==> config.mk <==
export PLATFORM = sky130hd
export DESIGN_NAME = game_flow_ctrl
export DESIGN_NICKNAME = d
export VERILOG_FILES = /design/src/rtl/game_flow_ctrl.sv
export SDC_FILE = /design/constraint.sdc
export NUM_CORES = 1
export LEC_CHECK = 0
export BUFFER_PORTS_ARGS = -buffer_cell sky130_fd_sc_hd__buf_2
export CAP_MARGIN = 20
export CORE_UTILIZATION = 35
export CTS_BUF_LIST = sky130_fd_sc_hd__clkbuf_8
export DETAILED_ROUTE_END_ITERATION = 7
export PLACE_DENSITY = 0.65
export REMOVE_ABC_BUFFERS = 1
export SETUP_SLACK_MARGIN = 0.4
export SLEW_MARGIN = 20
export SYNTH_ARGS = -nofsm -noshare
export SYNTH_HDL_FRONTEND = slang
export SYNTH_SLANG_ARGS = --single-unit
==> constraint.sdc <==
create_clock -name clk -period 6.6 [get_ports clk]
set_input_delay 0.33 -clock clk [delete_from_list [all_inputs] [get_ports clk]]
set_output_delay 0.33 -clock clk [all_outputs]
set_load 0.1 [all_outputs]
==> src/rtl/game_flow_ctrl.sv <==
// Game-flow controller: shot/scene collision detect, per-target alive mask, shots, score, level
// and screen FSM. Define GAME_CHEAT_EN to enable the cheat_key level skip.
module game_flow_ctrl #(
  parameter int unsigned NUM_TGT         = 3,
  parameter int unsigned SHOTS_PER_LEVEL = 10,
  parameter int unsigned MAX_LEVEL       = 4,
  parameter int unsigned SCORE_W         = 13,
  parameter int unsigned LEVEL_W         = 4,
  parameter int unsigned SHOT_W          = 4,
  parameter int unsigned HIT_SCORE       = 16,
  parameter int unsigned BONUS_PER_SHOT  = 5
) (
  input  logic                           clk,
  input  logic                           resetN,
  input  logic                           startOfFrame,
  input  logic                           shot_req,
  input  logic                           boarders_req,
  input  logic                           fortress_req,
  input  logic [NUM_TGT-1:0]             tgt_req,
  input  logic                           shot_done,
  input  logic                           start_key,
  input  logic                           cheat_key,
  output logic                           hit_any,
  output logic                           hit_fortress,
  output logic [NUM_TGT-1:0]             hit_tgt,
  output logic [NUM_TGT-1:0]             tgt_alive,
  output logic [$clog2(NUM_TGT+1)-1:0]   tgts_left,
  output logic [SHOT_W-1:0]              shots_left,
  output logic [SCORE_W-1:0]             score,
  output logic [LEVEL_W-1:0]             level,
  output logic [1:0]                     screen,
  output logic                           game_active,
  output logic                           hit_pulse,
  output logic                           new_level_pulse
);

  localparam int unsigned CntW  = $clog2(NUM_TGT + 1);
  localparam int unsigned CalcW = SCORE_W + 8;

  typedef enum logic [1:0] {StIdle = 2'd0, StPlay = 2'd1, StOver = 2'd2, StWin = 2'd3} screen_e;

  screen_e             state_q, state_d;
  logic [SCORE_W-1:0]  score_q, score_d;
  logic [LEVEL_W-1:0]  level_q, level_d;
  logic [SHOT_W-1:0]   shots_q, shots_d;
  logic [NUM_TGT-1:0]  alive_q, alive_d;
  logic [CntW-1:0]     tgts_left_q, tgts_left_d;
  logic                active_q, active_d;
  logic                hit_pulse_q, hit_pulse_d;
  logic                flag_q, flag_d;
  logic                nlp_q, nlp_d;

  logic                cheat_rise;
  logic                nat_clear, lvl_clear;
  logic [SHOT_W-1:0]   shots_m1;
  logic [CalcW-1:0]    kill_pts, bonus_pts, score_sum;
  logic [SCORE_W-1:0]  score_sat;

  function automatic logic [CntW-1:0] popcnt(input logic [NUM_TGT-1:0] v);
    logic [CntW-1:0] c;
    c = '0;
    for (int i = 0; i < NUM_TGT; i++) c = c + CntW'(v[i]);
    return c;
  endfunction

  assign hit_tgt      = {NUM_TGT{shot_req}} & tgt_req & alive_q;
  assign hit_fortress = shot_req & fortress_req;
  assign hit_any      = shot_req & (boarders_req | fortress_req | (|(tgt_req & alive_q)));

`ifdef GAME_CHEAT_EN
  logic cheat_q, cheat_d;
  assign cheat_d    = cheat_key;
  assign cheat_rise = (state_q == StPlay) & cheat_key & ~cheat_q;
  always_ff @(posedge clk or negedge resetN) begin
    if (!resetN) cheat_q <= 1'b0;
    else         cheat_q <= cheat_d;
  end
`else
  logic unused_cheat_key;
  assign unused_cheat_key = cheat_key;
  assign cheat_rise       = 1'b0;
`endif

  // Natural clear: the last alive targets die this cycle; earns the unused-shot bonus.
  assign nat_clear = (state_q == StPlay) && (alive_q != '0) && ((alive_q & ~hit_tgt) == '0);
  assign lvl_clear = nat_clear | cheat_rise;

  always_comb begin
    shots_m1  = (shots_q == '0) ? '0 : shots_q - SHOT_W'(1);
    kill_pts  = CalcW'(popcnt(hit_tgt)) * CalcW'(HIT_SCORE);
    bonus_pts = nat_clear ? CalcW'(shots_m1) * CalcW'(BONUS_PER_SHOT) : '0;
    score_sum = CalcW'(score_q) + kill_pts + bonus_pts;
    score_sat = (|score_sum[CalcW-1:SCORE_W]) ? '1 : score_sum[SCORE_W-1:0];
  end

  always_comb begin
    state_d = state_q;
    score_d = score_q;
    level_d = level_q;
    shots_d = shots_q;
    alive_d = alive_q;
    nlp_d   = 1'b0;
    case (state_q)
      StPlay: begin
        alive_d = alive_q & ~hit_tgt;
        score_d = score_sat;
        if (lvl_clear) begin
          // A clear takes priority over a coincident shot_done.
          alive_d = '1;
          shots_d = SHOT_W'(SHOTS_PER_LEVEL);
          if (level_q == LEVEL_W'(MAX_LEVEL)) begin
            state_d = StWin;
          end else begin
            level_d = level_q + LEVEL_W'(1);
            nlp_d   = 1'b1;
          end
        end else if (shot_done) begin
          shots_d = shots_m1;
          if (shots_q == SHOT_W'(1)) state_d = StOver;
        end
      end
      default: begin
        if (start_key) begin
          state_d = StPlay;
          score_d = '0;
          level_d = '0;
          alive_d = '1;
          shots_d = SHOT_W'(SHOTS_PER_LEVEL);
        end
      end
    endcase
    tgts_left_d = popcnt(alive_d);
    active_d    = (state_d == StPlay);
  end

  // One hit_pulse per frame: re-armed by startOfFrame.
  always_comb begin
    hit_pulse_d = hit_any & (~flag_q | startOfFrame);
    flag_d      = flag_q;
    if (hit_pulse_d)       flag_d = 1'b1;
    else if (startOfFrame) flag_d = 1'b0;
  end

  always_ff @(posedge clk or negedge resetN) begin
    if (!resetN) begin
      state_q     <= StIdle;
      score_q     <= '0;
      level_q     <= '0;
      shots_q     <= '0;
      alive_q     <= '0;
      tgts_left_q <= '0;
      active_q    <= 1'b0;
      hit_pulse_q <= 1'b0;
      flag_q      <= 1'b0;
      nlp_q       <= 1'b0;
    end else begin
      state_q     <= state_d;
      score_q     <= score_d;
      level_q     <= level_d;
      shots_q     <= shots_d;
      alive_q     <= alive_d;
      tgts_left_q <= tgts_left_d;
      active_q    <= active_d;
      hit_pulse_q <= hit_pulse_d;
      flag_q      <= flag_d;
      nlp_q       <= nlp_d;
    end
  end

  assign tgt_alive       = alive_q;
  assign tgts_left       = tgts_left_q;
  assign shots_left      = shots_q;
  assign score           = score_q;
  assign level           = level_q;
  assign screen          = state_q;
  assign game_active     = active_q;
  assign hit_pulse       = hit_pulse_q;
  assign new_level_pulse = nlp_q;

endmodule

==> summary.md, run 1 <==
| Metric | Value |
|---|---|
| Crit path capture type | flip-flop |
| Distinct cells, synth | 52 |
| Status | completed |
| Die Y | 81.01 um |
| Worst Hold Class | in2async |
| Final TNS setup | 0 ns |
| CTS buffer count | 5 |
| Final #Nets | 317 |
| Unrepaired setup endpoints after global routing | no |
| CP required | 6.82 ns |
| First-pass GRT wire length | 8342 um |
| Fill cells | 626 |
| Wirelength per Cell | 14.16 um |
| Most common cell in the netlist | dfrtp_1 |
| Final ANT Viol Nets | 0 |
| CP max FO | 10 |
| Vias | 1901 |
| Synthesis Warnings | 0 |
| CTS H-Tree Depth | 2 |
| Ys async rst share | 100.0% |
| Clock sink count | 32 |
| Mean post-synth cell area | 9.257 um^2 |
| PostCTS Resize Cnt | 0 |
| Clk slew on worst S/H paths | 0.07 ns |
| Max-cap check violation count | 0 |
| Leading area contributor after synthesis | dfrtp_1 |
| N_diodes | 0 |
| Cell mode on critical path | ha_1 |
| Final GP Congestion | 0.8552 |
| Largest net degree at the start of global routing | 33 |
| Std cell rows | 28 |
| GRT Overall Usage | 16.65% |
| Initial DRC count | 99 |
| Starting density of the core | 36.68% |
| Die footprint | 6562 um^2 |
| FF+latch count, synth | 32 |
| TritonCTS clock tree | yes |
| I/O Pins | 48 |
| CTS root buffer | clkbuf_8 |
| Die W | 81.01 um |
| CTS Hold Buffers Added | 0 |
| Slowest stage delay, CP | 0.69 ns |
| Critical-path cell list | or4b_2 -> nand2_1 -> ha_1 -> ha_1 -> inv_1 -> fa_1 -> xor2_1 -> nand2_1 -> fa_1 -> inv_1 -> ha_1 -> nand3_1 -> a21o_1 -> a21oi_1 -> nand2b_1 -> a2bb2oi_1 |
| Most frequent cells after synthesis | dfrtp_1, a21oi_1, nand2_1 |
| Fraction of layout cells with a size suffix above 1 | 21.55% |
| Post-route DRC | 0 |
| Port Buffer Count | 46 |
| Detail-routed via count per cell | 5.310 |
| Clock skew | 0.004005 ns |
| Crit Path Class | reg2reg |
| DP HPWL | 3770 um |
| Final hold violation count | 0 |
| Min cycle time layout | 4.425 ns |
| Worst relative slew slack | 50.75% |
| Fin crit share | 67.04% |
| Vias in the first global route | 1797 |
| Pre-antenna DRT Iters | 4 |
| Primary FF master, synth | dfrtp_1 |
| F_max | 226.0 MHz |
| Worst slew pin tran | 0.7388 ns |
| Crit path launch type | flip-flop |
| Post-Syn Instances | 236 |
| Number of synthesized flops with an enable pin | 0 |
| Gr ovfl total | 0 |
| Routed WL | 5070 um |
| Max Slew Vio Count | 0 |
| Setup bufs post-CTS | 0 |
| Top cell type's share of synthesized area | 36.66% |
| Finish-stage setup viols | 0 |
| Synth Cell Area | 2185 um^2 |
| Core ar. | 5956 um^2 |
| Sequential area share after synthesis | 36.66% |
| CTS max path bufs | 2 |
| Area contributors post-synth | dfrtp_1, ha_1, fa_1, a21oi_1, nand2_1 |
| Critical Path AT | 4.64 ns |
| Slowest CP cell | or4b_2 |
| Layout area overhead | 19.19% |
| Clk_lat worst skew | 0.29 ns |
| Initial antenna violation count | 0 |
## critical path, delay by kind of cell, from the launching register on
kind | cells | cell delay (ns)
compound gates | 3 | 0.72
xor+xnor | 1 | 0.16
fa+ha+maj | 5 | 1.58
buf+inv | 2 | 0.10
flops | 1 | 0.48
simple gates | 5 | 1.29
## stage by stage
stage          worst slack [ns]  hold WS (ns)  utilization (%)  cell area, um^2  instances
2_1_floorplan             2.081       0.03441                -             2146        228
3_3_place_gp              2.228        0.4396            41.60             2477        350
3_5_place_dp              2.228        0.4463            41.60             2477        350
4_1_cts                   2.200        0.1290            43.72             2604        358
5_1_grt                   1.858        0.1678            43.72             2604        358
6_report                  2.175       0.09656            43.72             2604        358
## per-layer routing
metal	track usage (%)	part of all wire [%]
met4	4.643	1.0
met5	0	0
met1	23.34	49
met3	3.933	4.5
met2	25.46	45
## logic make-up after synthesis
group / synth area share (%)
AOI/OAI and AO/OA: 20.28
xor gates and xnor gates: 2.405
adders and majority gates: 15.23
buffers and inverters: 4.696
DFF: 36.66
muxes: 1.432
and+or+nand+nor: 19.30
## placed cells by master (no fill, tap or decap), drive strengths merged, types with 2 or more instances in the layout
| cell | instances |
|---|---|
| a22o | 2 |
| a31oi | 5 |
| fa | 6 |
| o31ai | 2 |
| nor3b | 2 |
| a211oi | 2 |
| nand3 | 9 |
| o21ai | 7 |
| clkbuf | 7 |
| nor2 | 17 |
| o21bai | 2 |
| a21o | 4 |
| a311oi | 2 |
| o211ai | 2 |
| nand2 | 18 |
| a32o | 2 |
| o211a | 2 |
| or3 | 2 |
| nor2b | 2 |
| inv | 17 |
| ha | 17 |
| o311ai | 2 |
| nor3 | 9 |
| mux2i | 2 |
| nand2b | 5 |
| a2bb2oi | 3 |
| buf | 47 |
| dfrtp | 32 |
| xor2 | 4 |
| a21oi | 22 |
| and3 | 5 |
| xnor2 | 2 |
| and2 | 6 |
## registers in the layout, indices dropped and copies added (netlist names)
name and cells:
tgt_alive 3, tgts_left 2, shots_left 4, new_level_pulse 1, score 13, flag_q 1, screen 2, hit_pulse 1
game_active 1, level 4
## final timing paths
| check | startpoint | to | slack, ns | cells past startpoint |
|---|---|---|---|---|
| min in group clk | startOfFrame | hit_pulse$_DFF_PN0_ | 0.30 | 3 |
| max in group asynchronous | resetN | level[3]$_DFFE_PN0P_ | 6.03 | 1 |
| setup reg to reg | shots_left[0]$_DFFE_PN0P_ | score[2]$_DFFE_PN0P_ | 2.18 | 16 |
| hold reg to reg | flag_q$_DFFE_PN0P_ | hit_pulse$_DFF_PN0_ | 0.46 | 1 |
| hold / removal | resetN | score[2]$_DFFE_PN0P_ | 0.1 | 1 |
| setup / recovery | shots_left[0]$_DFFE_PN0P_ | score[2]$_DFFE_PN0P_ | 2.18 | 16 |
## area by class of cell
class	count	area, um^2	area share, %
Multi-Input combinational cell	179	1281	49.21
Tap cell	75	93.84	3.604
Timing Repair Buffer	47	237.7	9.130
Clock buffer	7	96.34	3.700
Clock inverter	1	30.03	1.153
Sequential cell	32	800.8	30.75
Inverter	17	63.81	2.451
Power of run 1 is not shown: default switching activity piles up to over one toggle a cycle in this logic, so the estimate is an artifact.
==> run 2: changes to the inputs <==
Settings changed: PLACE_DENSITY 0.65 to 0.67.
Clock period 6.6 ns to 3.77 ns, I/O delays scaled along.
==> run 2 against run 1 <==
Net effect: first-iteration DRC count decreased by 45%; clock-buffer cell count stayed put; register-to-register slack lost 2.1 ns; final cell count grew 6.7%; maximum frequency rose by 20%; hold slack improved by 0.066 ns; via count rose by 6.3%; cell area is 14% higher; largest cell class unchanged; non-clock buffer count up 24.
==> summary.md, run 2 (synthesis results as in run 1) <==
| Metric | Value |
|---|---|
| Clock skew | 0.005232 ns (+0.001227 ns) |
| Gr ovfl total | 0 (unchanged) |
| Max Slew Vio Count | 0 (unchanged) |
| Detail-routed via count per cell | 5.288 (-0.42%) |
| CP max FO | 4 (-6) |
| Fill cells | 561 (-10%) |
| Final GP Congestion | 0.8074 (-5.6%) |
| Most common cell after layout, fill and taps aside | buf_2 |
| CP required | 3.93 ns (-2.89 ns) |
| Max-cap check violation count | 0 (unchanged) |
| R2R Setup Slk | 0.09 ns (-2.09 ns) |
| Critical Path AT | 3.84 ns (-0.80 ns) |
| Layout area overhead | 35.91% |
| Final Instance Area | 2969 um^2 (+14%) |
| Worst slew pin tran | 0.7399 ns (+0.001077 ns) |
| Die Y | 81.01 um (unchanged) |
| Crit Path Class | reg2reg |
| Initial antenna violation count | 0 (unchanged) |
| Final ANT Viol Nets | 0 (unchanged) |
| CTS H-Tree Depth | 2 (unchanged) |
| Clock sink count | 32 (unchanged) |
| Vias in the first global route | 1973 (+9.8%) |
| Commonest non-fill, non-tap cells in the layout | buf_2, dfrtp_1, buf_4 |
| Crit path capture type | flip-flop |
| Final hold violation count | 0 (unchanged) |
| Max reg flops | 13 (unchanged) |
| First-pass GRT wire length | 9515 um (+14%) |
| Largest net degree at the start of global routing | 33 (unchanged) |
| TritonCTS clock tree | yes |
| Worst Hold Class | in2reg |
| Min cycle time layout | 3.684 ns (-0.7410 ns) |
| Initial DRC count | 54 (-45%) |
| Multi-input logic area | 1456 um^2 (+14%) |
| Finish-stage setup viols | 0 (unchanged) |
| Vias | 2020 (+6.3%) |
| Core Util, Final | 49.85% (+6.1 points) |
| Wirelength per Cell | 14.92 um (+5.3%) |
| I/O Pins | 48 (unchanged) |
| Fin crit share | 97.71% (+31 points) |
| Status | completed |
| Pre-antenna DRT Iters | 4 (unchanged) |
| Placed Area | 2620 um^2 (+5.8%) |
| Crit path launch type | flip-flop |
| Port Buffer Count | 46 (unchanged) |
| Std cell rows | 28 (unchanged) |
| Die W | 81.01 um (unchanged) |
| Post-route DRC | 0 (unchanged) |
| Clk slew on worst S/H paths | 0.07 ns (about the same) |
| Starting density of the core | 36.68% (unchanged) |
| GRT Overall Usage | 19.04% (+2.4 points) |
| Clk_lat worst skew | 0.29 ns (about the same) |
| F_max | 271.5 MHz (+20%) |
| CTS root buffer | clkbuf_8 |
| CTS max path bufs | 2 (unchanged) |
| FF+latch area | 800.8 um^2 (unchanged) |
| Die footprint | 6562 um^2 (unchanged) |
| Unrepaired setup endpoints after global routing | yes |
| Final #Nets | 341 (+7.6%) |
| Routed WL | 5698 um (+12%) |
| N_diodes | 0 (unchanged) |
| Core ar. | 5956 um^2 (unchanged) |
| DP HPWL | 4033 um (+7.0%) |
| Worst relative slew slack | 50.68% (-0.072 points) |
| CTS buffer count | 5 (unchanged) |
| Fraction of layout cells with a size suffix above 1 | 36.16% (+15 points) |
[run 2: changes by cell type in the layout (fill, tap and decap cells not counted), moves of 3 or more]
cell and change:
inv_1 -3, a21oi_1 -4, nor2_2 +3, a2bb2oi_2 +3
a2bb2oi_1 -3, o21ai_1 +3, ha_1 -4, o21ai_0 -3
ha_4 +4, buf_4 +21, a21oi_2 +4, inv_2 +3
nor2_1 -3
[run 2: path summary, 6_finish.rpt]
check,from,to,cells past startpoint
max,shots_left[0]$_DFFE_PN0P_,score[7]$_DFFE_PN0P_,15
max reg2reg,shots_left[0]$_DFFE_PN0P_,score[7]$_DFFE_PN0P_,15
max in group asynchronous,resetN,flag_q$_DFFE_PN0P_,2
min reg2reg,flag_q$_DFFE_PN0P_,hit_pulse$_DFF_PN0_,1
min,startOfFrame,hit_pulse$_DFF_PN0_,3
min in group asynchronous,resetN,score[0]$_DFFE_PN0P_,2
[run 2: cell type report]
class | instances | share of cell area [%]
clock buffers | 7 | 3.245
clock inverters | 1 | 1.011
inverters | 17 | 2.149
multi-input cells | 179 | 49.05
flip-flops and latches | 32 | 26.97
well taps | 75 | 3.161
repair buffers | 71 | 14.41
[run 2: layer usage]
layer | up-vias | global-route usage, % | share of wire (%)
li1 | 993 | - | -
met1 | 985 | 26.46 | 47
met2 | 34 | 29.92 | 48
met3 | 8 | 3.483 | 3.5
met4 | 0 | 5.893 | 1.3
met5 | - | 0 | 0
[run 2: what timing repair did]
| item | CTS | global route |
|---|---|---|
| endpoints found under the hold margin | 17 | 0 |
| setup endpoints to repair | 13 | 13 |
| hold buffers | 1 | 0 |
| gates resized for setup | 29 | 12 |
| pin swaps | 15 | 2 |
| setup buffers | 2 | 2 |
| gates cloned | 0 | 0 |
[run 2: through the flow]
step | setup TNS (ns) | setup WS [ns] | std cells | hold WS (ns)
after floorplan | -8.055 | -0.7493 | 228 | -0.1071
after global placement | -1.132 | -0.1648 | 369 | 0.3036
after detailed placement | -1.834 | -0.2641 | 369 | 0.3056
after CTS | 0 | 0.1221 | 380 | 0.1554
after global routing | -0.6338 | -0.09200 | 382 | 0.1966
final | 0 | 0.08628 | 382 | 0.1627
[run 2: critical path, stage by stage (launching register included)]
cell and delay (ns):
dfrtp_1 0.37, or4b_4 0.55, nand2_4 0.11, ha_4 0.14, ha_4 0.14, inv_2 0.03
fa_2 0.50, nor2_1 0.05, fa_1 0.53, ha_4 0.21, a21oi_1 0.19, a21o_1 0.18
a21oi_2 0.07, buf_4 0.14, nor2_2 0.21, a31oi_2 0.12
Power of run 2 is left out for the same reason.
